`config.mk`:
```
export PLATFORM = sky130hd
export DESIGN_NAME = snoop_bus_arbiter
export DESIGN_NICKNAME = d
export VERILOG_FILES = /design/src/rtl/snoop_bus_pkg.sv /design/src/rtl/snoop_bus_arbiter_rr_pick.sv /design/src/rtl/snoop_bus_arbiter.sv
export SDC_FILE = /design/constraint.sdc
export NUM_CORES = 1
export LEC_CHECK = 0
export ABC_CLOCK_PERIOD_IN_PS = 2430
export CAP_MARGIN = 25
export CORE_AREA = 2 2 81 83
export DETAILED_ROUTE_END_ITERATION = 7
export DIE_AREA = 0 0 83 85
export PLACE_DENSITY = 0.82
export SLEW_MARGIN = 20
export SYNTH_ARGS = -nofsm -noshare
export SYNTH_HDL_FRONTEND = slang
export SYNTH_SLANG_ARGS = --single-unit
export TNS_END_PERCENT = 10
```
`constraint.sdc`:
```
create_clock -name clk -period 2.43 [get_ports clk]
set_input_delay 0.3645 -clock clk [delete_from_list [all_inputs] [get_ports clk]]
set_output_delay 0.3645 -clock clk [all_outputs]
set_load 0.005 [all_outputs]
```
`src/rtl/snoop_bus_pkg.sv`:
```
// Shared types and helpers for the snooping-bus arbiter.
//   bus_op_t    : snoop bus operation encoding (BusNoN is the idle/no-op value)
//   arb_state_t : arbiter FSM states
//   OWNER_W     : width of the owner index (enough for up to 8 cores)
//   wrap_inc    : modulo-n increment used to move the round-robin pointer
package snoop_bus_pkg;

  typedef enum logic [1:0] {
    BUS_RD   = 2'b00,
    BUS_UPGR = 2'b01,
    BUS_RDX  = 2'b10,
    BUS_NON  = 2'b11
  } bus_op_t;

  typedef enum logic [1:0] {
    IDLE    = 2'b00,
    GRANT   = 2'b01,
    RELEASE = 2'b10
  } arb_state_t;

  localparam int OWNER_W = 3;

  // (idx + 1) mod n, for idx in [0, n-1]
  function automatic logic [OWNER_W-1:0] wrap_inc(input logic [OWNER_W-1:0] idx,
                                                  input int n);
    if (int'(idx) >= n - 1) return '0;
    return idx + OWNER_W'(1);
  endfunction

endpackage

```
`src/rtl/snoop_bus_arbiter_rr_pick.sv`:
```
// rr_pick: combinational round-robin picker.
// Returns the first requester at or after ptr_i, wrapping modulo NUM_CORES.
// Ports:
//   req_i    in  NUM_CORES  request vector
//   ptr_i    in  OWNER_W    round-robin pointer (highest-priority index)
//   winner_o out OWNER_W    index of the selected requester
//   valid_o  out 1          at least one request is present
module rr_pick
  import snoop_bus_pkg::*;
#(
  parameter int NUM_CORES = 2
) (
  input  logic [NUM_CORES-1:0] req_i,
  input  logic [OWNER_W-1:0]   ptr_i,
  output logic [OWNER_W-1:0]   winner_o,
  output logic                 valid_o
);

  logic [NUM_CORES-1:0] rot;
  logic [OWNER_W-1:0]   off;
  logic [OWNER_W:0]     sum;

  always_comb begin
    // Rotate so bit k of rot is request (ptr + k) mod NUM_CORES.
    rot     = NUM_CORES'({req_i, req_i} >> ptr_i);
    off     = '0;
    valid_o = 1'b0;
    // Walk downward so the smallest offset from the pointer wins.
    for (int k = NUM_CORES - 1; k >= 0; k--) begin
      if (rot[k]) begin
        off     = OWNER_W'(k);
        valid_o = 1'b1;
      end
    end
    sum = {1'b0, ptr_i} + {1'b0, off};
    if (sum >= (OWNER_W+1)'(NUM_CORES)) sum = sum - (OWNER_W+1)'(NUM_CORES);
    winner_o = sum[OWNER_W-1:0];
  end

endmodule

```
`src/rtl/snoop_bus_arbiter.sv`:
```
// snoop_bus_arbiter: round-robin owner selection for the shared snooping bus.
// A core keeps the bus for as long as it holds its request; every release is
// followed by exactly one dead (turnaround) cycle before the next grant.
// Optional feature macro: ARB_TIMEOUT_EN -- bounds a tenure to MAX_TENURE
// cycles and pulses tenure_expired on a forced release.
// Ports:
//   clk              in   1             rising-edge clock
//   reset            in   1             asynchronous active-low reset
//   req_core         in   NUM_CORES     per-core level request
//   bus_operation_in in   2*NUM_CORES   per-core bus op
//   bus_address_in   in   32*NUM_CORES  per-core address
//   bus_data_in      in   32*NUM_CORES  per-core data
//   cache_hit_in     in   NUM_CORES     per-core snoop hit
//   grant            out  NUM_CORES     registered one-hot grant
//   bus_operation_bc out  2             broadcast op (BusNoN when no owner)
//   bus_address_bc   out  32            broadcast address
//   bus_data_bc      out  32            broadcast data
//   owner_id         out  3             current owner index (valid while grant != 0)
//   cache_hit_bc     out  NUM_CORES     snoop hits with the owner's own bit masked
//   tenure_expired   out  1             one-cycle pulse on forced release
module snoop_bus_arbiter
  import snoop_bus_pkg::*;
#(
  parameter int NUM_CORES  = 2,
  parameter int MAX_TENURE = 16
) (
  input  logic                    clk,
  input  logic                    reset,
  input  logic [NUM_CORES-1:0]    req_core,
  input  logic [2*NUM_CORES-1:0]  bus_operation_in,
  input  logic [32*NUM_CORES-1:0] bus_address_in,
  input  logic [32*NUM_CORES-1:0] bus_data_in,
  input  logic [NUM_CORES-1:0]    cache_hit_in,
  output logic [NUM_CORES-1:0]    grant,
  output logic [1:0]              bus_operation_bc,
  output logic [31:0]             bus_address_bc,
  output logic [31:0]             bus_data_bc,
  output logic [OWNER_W-1:0]      owner_id,
  output logic [NUM_CORES-1:0]    cache_hit_bc,
  output logic                    tenure_expired
);

  arb_state_t           state_q, state_d;
  logic [NUM_CORES-1:0] grant_q, grant_d;
  logic [OWNER_W-1:0]   owner_q, owner_d;
  logic [OWNER_W-1:0]   rr_ptr_q, rr_ptr_d;

  logic [OWNER_W-1:0]   pick_idx;
  logic                 pick_vld;
  logic                 owner_req;
  logic                 force_rel;

  bus_op_t              op_sel;
  logic [31:0]          addr_sel;
  logic [31:0]          data_sel;

  rr_pick #(
    .NUM_CORES (NUM_CORES)
  ) u_rr_pick (
    .req_i    (req_core),
    .ptr_i    (rr_ptr_q),
    .winner_o (pick_idx),
    .valid_o  (pick_vld)
  );

  // grant_q is one-hot, so this is the owner's own request.
  assign owner_req = |(req_core & grant_q);

`ifdef ARB_TIMEOUT_EN
  localparam logic [4:0] TENURE_LAST = 5'(MAX_TENURE - 1);

  logic [4:0] tenure_q, tenure_d;
  logic       expired_q, expired_d;

  // Counter reads 0 in the first granted cycle and is held at 0 elsewhere.
  assign tenure_d  = (state_q == GRANT) ? tenure_q + 5'd1 : 5'd0;
  assign force_rel = (state_q == GRANT) && (tenure_q == TENURE_LAST);
  // Only a release that overrides a still-held request counts as expiry.
  assign expired_d = force_rel && owner_req;

  always_ff @(posedge clk or negedge reset) begin
    if (!reset) begin
      tenure_q  <= '0;
      expired_q <= 1'b0;
    end else begin
      tenure_q  <= tenure_d;
      expired_q <= expired_d;
    end
  end

  assign tenure_expired = expired_q;
`else
  logic unused_max_tenure;

  assign unused_max_tenure = ^MAX_TENURE;
  assign force_rel         = 1'b0;
  assign tenure_expired    = 1'b0;
`endif

  always_comb begin
    state_d  = state_q;
    grant_d  = grant_q;
    owner_d  = owner_q;
    rr_ptr_d = rr_ptr_q;
    case (state_q)
      IDLE: begin
        if (pick_vld) begin
          state_d = GRANT;
          grant_d = NUM_CORES'(1) << pick_idx;
          owner_d = pick_idx;
        end
      end
      GRANT: begin
        if (!owner_req || force_rel) begin
          state_d  = RELEASE;
          grant_d  = '0;
          rr_ptr_d = wrap_inc(owner_q, NUM_CORES);
        end
      end
      RELEASE: begin
        // Arbitration here already sees the advanced pointer.
        if (pick_vld) begin
          state_d = GRANT;
          grant_d = NUM_CORES'(1) << pick_idx;
          owner_d = pick_idx;
        end else begin
          state_d = IDLE;
        end
      end
      default: begin
        state_d = IDLE;
        grant_d = '0;
      end
    endcase
  end

  always_ff @(posedge clk or negedge reset) begin
    if (!reset) begin
      state_q  <= IDLE;
      grant_q  <= '0;
      owner_q  <= '0;
      rr_ptr_q <= '0;
    end else begin
      state_q  <= state_d;
      grant_q  <= grant_d;
      owner_q  <= owner_d;
      rr_ptr_q <= rr_ptr_d;
    end
  end

  // Broadcast mux driven from the registered owner; BusNoN when nobody owns the bus.
  always_comb begin
    op_sel   = BUS_NON;
    addr_sel = '0;
    data_sel = '0;
    if (state_q == GRANT) begin
      for (int k = 0; k < NUM_CORES; k++) begin
        if (owner_q == OWNER_W'(k)) begin
          op_sel   = bus_op_t'(bus_operation_in[2*k +: 2]);
          addr_sel = bus_address_in[32*k +: 32];
          data_sel = bus_data_in[32*k +: 32];
        end
      end
    end
  end

  assign grant            = grant_q;
  assign owner_id         = owner_q;
  assign bus_operation_bc = op_sel;
  assign bus_address_bc   = addr_sel;
  assign bus_data_bc      = data_sel;
  // The owner must not see its own snoop hit.
  assign cache_hit_bc     = cache_hit_in & ~grant_q;

endmodule

```
==> reports/metrics.yaml, run 1 <==
status: "finished clean"
rsz0062_at_grt: "true"
syn_to_final_growth_pct: 161
drc: 0
drv_cap: 0
synth_ff_type: "dfrtp_1"
drt_iter0_markers: 91
grt_max_degree: 35
num_rows: 29
globalplace.congestion: 0.909
worstPathArrival_ns: 2.04
slowest_stage: "dfrtp_1"
clock_skew_ns: 0.00113
postRouteAntennaNets: 0
yosys_register_bits: 10
synthCells: 215
cp_cell_sequence: "inv_1 -> ha_1 -> nor3b_4 -> buf_6 -> buf_4 -> buf_12 -> a22oi_1 -> nor2_1 -> dlygate4sd2_1"
worst_pin_slew_ns: 0.510
critPathMaxStageDelay_ns: 0.41
root_buffer: "clkbuf_8"
utilization_pct: 63.7
final_hold_viol_count: 0
grt_remaining_overflow: 0
die_w_microns: 83
maxSlewHeadroom_pct: 65.7
die-area_sq_um: 7060
cp-end-kind: "output port"
synth_edf_count: 0
yosysSeqAreaShare_pct: 16.5
ys_types: 36
cts_buffers: 3
fmax_mhz: 416
start_kind: "flip-flop"
finalCritPeriodShare_pct: 98.9
die_y_microns: 85
start_util_pct: 24.4
ios: 212
setup_viol: 0
cts_tree: "yes"
antenna_found_initial: 0
period_needed_ns: 2.40
routed_wl_mm: 8.05
drive_above_1_share_pct: 13.1
synth_warnings: 0
synth_area_per_cell_sq_um: 7.04
final_net_count: 573
crit_fanout: 22
leakagePower_uw: 0.00172
grt_pass1_vias: 2475
tns_ns: 0
hpwl_mm: 5.93
first_pass_iters: 4
clk_transition_reported_paths_ns: 0.05
syn_area_sq_um: 1510
portBuffers: 210
slew_violations: 0
clock_path_buffers: 2
synthesis.nets: 358
antennaDiodeCount: 0
synthArstFlopShare_pct: 100
power.density_nw_per_um2: 221
vias_per_cell: 5.04
num_vias: 2548
cts_num_sinks: 10
track_usage_pct: 20.9
min_path_type: "input port to async pin"
required_ns: 2.07
ir_drop_mv: 0.230
wl_per_cell_microns: 15.9
grt_pass1_wl_mm: 12.3
clk_latency_ns: 0.24
critical_path_class: "flip-flop to output port"
h-tree-depth: 1
core_area_sq_um: 6200
worst paths after layout:
path / start / to / slack, ns / depth (start not counted)
max reg2reg: rr_ptr_q[0]$_DFFE_PN0P_ / grant[0]$_DFFE_PN0P_ / 0.60 / 5
min reg2reg: rr_ptr_q[2]$_DFFE_PN0P_ / rr_ptr_q[2]$_DFFE_PN0P_ / 0.56 / 2
max in group asynchronous: reset / grant[0]$_DFFE_PN0P_ / 1.64 / 1
min: reset / rr_ptr_q[1]$_DFFE_PN0P_ / 0.46 / 1
min in group clk: rr_ptr_q[2]$_DFFE_PN0P_ / rr_ptr_q[2]$_DFFE_PN0P_ / 0.56 / 2
max: owner_id[0]$_DFFE_PN0P_ / bus_data_bc[21] / 0.03 / 9
state kept, by name, indices dropped and copies added (netlist names):
register,count
owner_id,3
state_q,2
grant,2
rr_ptr_q,3
synth_stat cells, types with 2 or more instances:
| library cell | count | area (sq um) |
|---|---|---|
| a22oi_1 | 64 | 480 |
| and2b_1 | 3 | 22.5 |
| buf_2 | 15 | 75.1 |
| buf_4 | 7 | 52.6 |
| dfrtp_1 | 10 | 250 |
| ha_1 | 5 | 62.6 |
| inv_1 | 3 | 11.3 |
| mux2i_1 | 2 | 20.0 |
| nand2_1 | 5 | 18.8 |
| nand2b_1 | 3 | 18.8 |
| nand3_1 | 2 | 10.0 |
| nor2_1 | 64 | 240 |
| nor2b_1 | 3 | 18.8 |
| o21ai_1 | 5 | 25.0 |
| o22ai_1 | 2 | 12.5 |
| or3b_1 | 2 | 17.5 |
per-stage QoR:
stage / setup slack, ns / hold WS, ns / power (uW) / cell area (sq um) / instances
after floorplan: 0.666 / 0.0689 / 317 / 1510 / 215
after global placement: 0.100 / 0.515 / 578 / 3700 / 490
after detailed placement: 0.0216 / 0.548 / 584 / 3700 / 490
after CTS: -0.137 / 0.468 / 845 / 3830 / 502
after global routing: -0.0406 / 0.478 / 918 / 3960 / 506
final: 0.0274 / 0.460 / 873 / 3960 / 506
layout make-up:
type / instances / area [sq um]
timing repair buffer: 232 / 2300
fill: 550 / 2250
multi-input combinational: 179 / 1240
sequential: 10 / 250
tap: 77 / 96.3
clock buffer: 4 / 55.1
inverter: 4 / 16.3
power by group:
part,internal (uW),total [uW],switching [uW]
clock network,143,214,71.0
registers,170,175,4.37
logic,328,485,157
timing repair:
action	4_1_cts	5_1_grt
gates cloned	3	0
setup endpoints to repair	66	16
resized for setup	78	24
buffers inserted	5	4
pin swaps	0	0
hold buffers	0	0
cell families after synthesis:
kind of cell	synth area share, %
and+or+nand+nor	28.4
muxes	3.06
DFF	16.5
buffers and inverters	9.50
other	0.248
AOI/OAI and AO/OA	38.1
adders and majority gates	4.13
routing by layer:
layer	track usage [%]	vias to the layer above	routed length, microns	part of all wire, %
li1	-	1218	-	-
met1	24.9	1182	3180	39
met2	38.2	138	4290	53
met3	3.60	10	459	5.7
met4	6.71	0	124	1.5
met5	0	-	0	0
worst max-delay path, delay by kind of cell (launching register included):
family,cells,cell delay [ns]
compound gates,1,0.22
buf+inv,5,0.75
fa+ha+maj,1,0.21
simple gates,2,0.21
flops,1,0.41
cell usage in the layout (no fill, tap or decap), drive strengths merged, types with 2 or more instances in the layout:
master,count
clkdlybuf4s50,144
nor2,64
a22oi,64
dlygate4sd2,60
buf,22
dfrtp,10
o21ai,6
nand2,5
clkdlybuf4s15,5
ha,5
clkbuf,4
nand2b,4
and2b,3
inv,3
nor2b,3
or3b,2
o22ai,2
mux2i,2
nand3,2
or2,2
mux2,2
No activity file was read; power rests on OpenSTA's default activity.
==> run 2: changes to the inputs <==
Settings changed: CTS_BUF_LIST set to sky130_fd_sc_hd__clkbuf_2 sky130_fd_sc_hd__clkbuf_4 sky130_fd_sc_hd__clkbuf_8.
==> results of run 2 <==
No change in the layout: final DEF, timing and power equal those of run 1.
==> run 3: changes to the inputs <==
Settings changed: RECOVER_POWER set to 50, SETUP_SLACK_MARGIN set to 0.5.
==> run 3 against run 2 <==
  * Cell count increased by 2.2%
  * Power up 12%
  * Utilization rose by 3.1 points
  * Register-to-register slack worse by 0.10 ns
  * Worst hold slack better by 0.066 ns
  * First-iteration DRC count increased by 5.5%
  * Die area unchanged
  * Global-route usage increased by 3.1 points
  * Sequential share of layout area fell by 0.29 points
  * Largest cell class unchanged
  * Highest routed layer unchanged
==> reports/metrics.yaml, run 3 (synthesis results as in run 1) <==
first_pass_iters: 4  # unchanged
die-area_sq_um: 7060  # unchanged
h-tree-depth: 1  # unchanged
fmax_mhz: 426  # was 416 MHz
finalCritPeriodShare_pct: 96.5  # was 98.9%
cp-end-kind: "output port"  # unchanged
wl_met2_mm: 4.62  # was 4.29 mm
die_w_microns: 83  # unchanged
fin_hold_ws_ns: 0.526  # was 0.460 ns
power_uw: 982  # was 873 uW
pre_cts_ws_ns: 0.0216  # unchanged
maxSlewHeadroom_pct: 47.9  # was 65.7%
wl_per_cell_microns: 17.1  # was 15.9 microns
globalplace.congestion: 0.909  # unchanged
crit_fanout: 5  # was 22
start_kind: "flip-flop"  # unchanged
track_usage_pct: 24.0  # was 20.9%
rsz0062_at_grt: "true"  # unchanged
grt_pass1_wl_mm: 13.8  # was 12.3 mm
final_cell_mix: "136 x clkdlybuf4s50_1, 64 x nor2_1, 32 x a22oi_1, 32 x a22oi_2, 27 x buf_2"  # was 144 x clkdlybuf4s50_1, 64 x nor2_1, 60 x dlygate4sd2_1, 46 x a22oi_1, 18 x a22oi_2
hpwl_mm: 5.93  # unchanged
place_area_sq_um: 3700  # unchanged
power.density_nw_per_um2: 237  # was 221 nW/um^2
clk_latency_ns: 0.24  # about the same
ios: 212  # unchanged
worst_pin_slew_ns: 0.775  # was 0.510 ns
die_y_microns: 85  # unchanged
cts_tree: "yes"  # unchanged
routed_wl_mm: 8.86  # was 8.05 mm
fin_area_sq_um: 4150  # was 3960 sq um
portBuffers: 210  # unchanged
required_ns: 2.07  # about the same
leakagePower_uw: 0.00166  # was 0.00172 uW
cts_buffers: 3  # unchanged
top_layer_used: "met4"  # unchanged
min_path_type: "input port to async pin"  # unchanged
core_area_sq_um: 6200  # unchanged
drive_above_1_share_pct: 25.7  # was 13.1%
grt_pass1_vias: 2716  # was 2475
slew_violations: 0  # unchanged
drt-met1-wl_mm: 3.47  # was 3.18 mm
grt_remaining_overflow: 0  # unchanged
antennaDiodeCount: 0  # unchanged
worstPathArrival_ns: 1.98  # was 2.04 ns
syn_to_final_growth_pct: 174  # was 161%
num_rows: 29  # unchanged
mostFrequentLayoutCell: "clkdlybuf4s50_1"  # unchanged
vias_per_cell: 5.13  # was 5.04
period_needed_ns: 2.35  # was 2.40 ns
final_hold_viol_count: 0  # unchanged
root_buffer: "clkbuf_8"  # unchanged
antenna_found_initial: 0  # unchanged
num_vias: 2650  # was 2548
tns_ns: 0  # unchanged
setup_ws_ns: 0.0841  # was 0.0274 ns
status: "finished clean"  # unchanged
wl_met3_microns: 616  # was 459 microns
drv_cap: 0  # unchanged
final_net_count: 584  # was 573
drt_iter0_markers: 96  # was 91
clk_transition_reported_paths_ns: 0.05  # about the same
start_util_pct: 24.4  # unchanged
cts_num_sinks: 10  # unchanged
setup_viol: 0  # unchanged
post_cts_hold_buffer_count: 0  # unchanged
grt_max_degree: 35  # unchanged
clock_path_buffers: 2  # unchanged
drc: 0  # unchanged
clock_skew_ns: 0.000583  # was 0.00113 ns
critical_path_class: "flip-flop to output port"  # unchanged
postRouteAntennaNets: 0  # unchanged
ir_drop_mv: 0.246  # was 0.230 mV
-- run 3: cell count changes in the layout (fill, tap and decap cells not counted), sizes merged --
cell and change:
dlygate4sd2 -49, buf +30, clkbuf +19, clkdlybuf4s15 +10, clkdlybuf4s50 -8, dlygate4sd3 +8, bufbuf +2, clkinv -1
clkinvlp +1, dlymetal6s2s -1
-- run 3: repair_timing --
item / 4_1_cts / 5_1_grt
setup buffers: 12 / 0
setup endpoints to repair: 67 / 69
pin swaps: 7 / 13
resized for setup: 234 / 18
gates cloned: 9 / 2
-- run 3: final cells by class --
cell class / instances / area, sq um
timing repair buffer: 243 / 2440
fill: 511 / 2060
multi-input combinational: 179 / 1290
sequential: 10 / 250
tap: 77 / 96.3
clock buffer: 4 / 55.1
inverter: 4 / 16.3
-- run 3: layer usage --
metal,GRT usage (%),up-vias
met3,4.57,12
met5,0,-
met1,27.3,1241
met2,44.9,152
met4,7.90,0
li1,-,1245
-- run 3: worst paths after layout --
check | startpoint | cells past startpoint | end | slack, ns
worst max-delay path | owner_id[0]$_DFFE_PN0P_ | 10 | bus_data_bc[4] | 0.08
max in group asynchronous | reset | 1 | grant[0]$_DFFE_PN0P_ | 1.58
worst min-delay path | reset | 1 | rr_ptr_q[1]$_DFFE_PN0P_ | 0.53
min in group clk | rr_ptr_q[2]$_DFFE_PN0P_ | 2 | rr_ptr_q[2]$_DFFE_PN0P_ | 0.56
worst max register to register | state_q[0]$_DFFE_PN0P_ | 5 | rr_ptr_q[0]$_DFFE_PN0P_ | 0.50
worst min register to register | rr_ptr_q[2]$_DFFE_PN0P_ | 2 | rr_ptr_q[2]$_DFFE_PN0P_ | 0.56
-- run 3: report_power, final --
part           total (uW)  switching (uW)  internal (uW)
combinational         595             188            407
sequential            175            4.17            171
clock                 213            69.7            143
-- run 3: worst max-delay path, cell delays in order, from the launching register on --
cell and delay, ns:
dfrtp_1 0.41, inv_1 0.07, ha_1 0.20, nor3b_4 0.16
buf_4 0.13, buf_6 0.12, buf_12 0.13, clkbuf_16 0.15
a22oi_2 0.17, nor2_1 0.06, buf_2 0.15
-- run 3: through the flow --
stage / instances / util, %
2_1_floorplan: 215 / -
3_3_place_gp: 490 / 59.6
3_5_place_dp: 490 / 59.6
4_1_cts: 515 / 68.2
5_1_grt: 517 / 66.8
6_report: 517 / 66.8
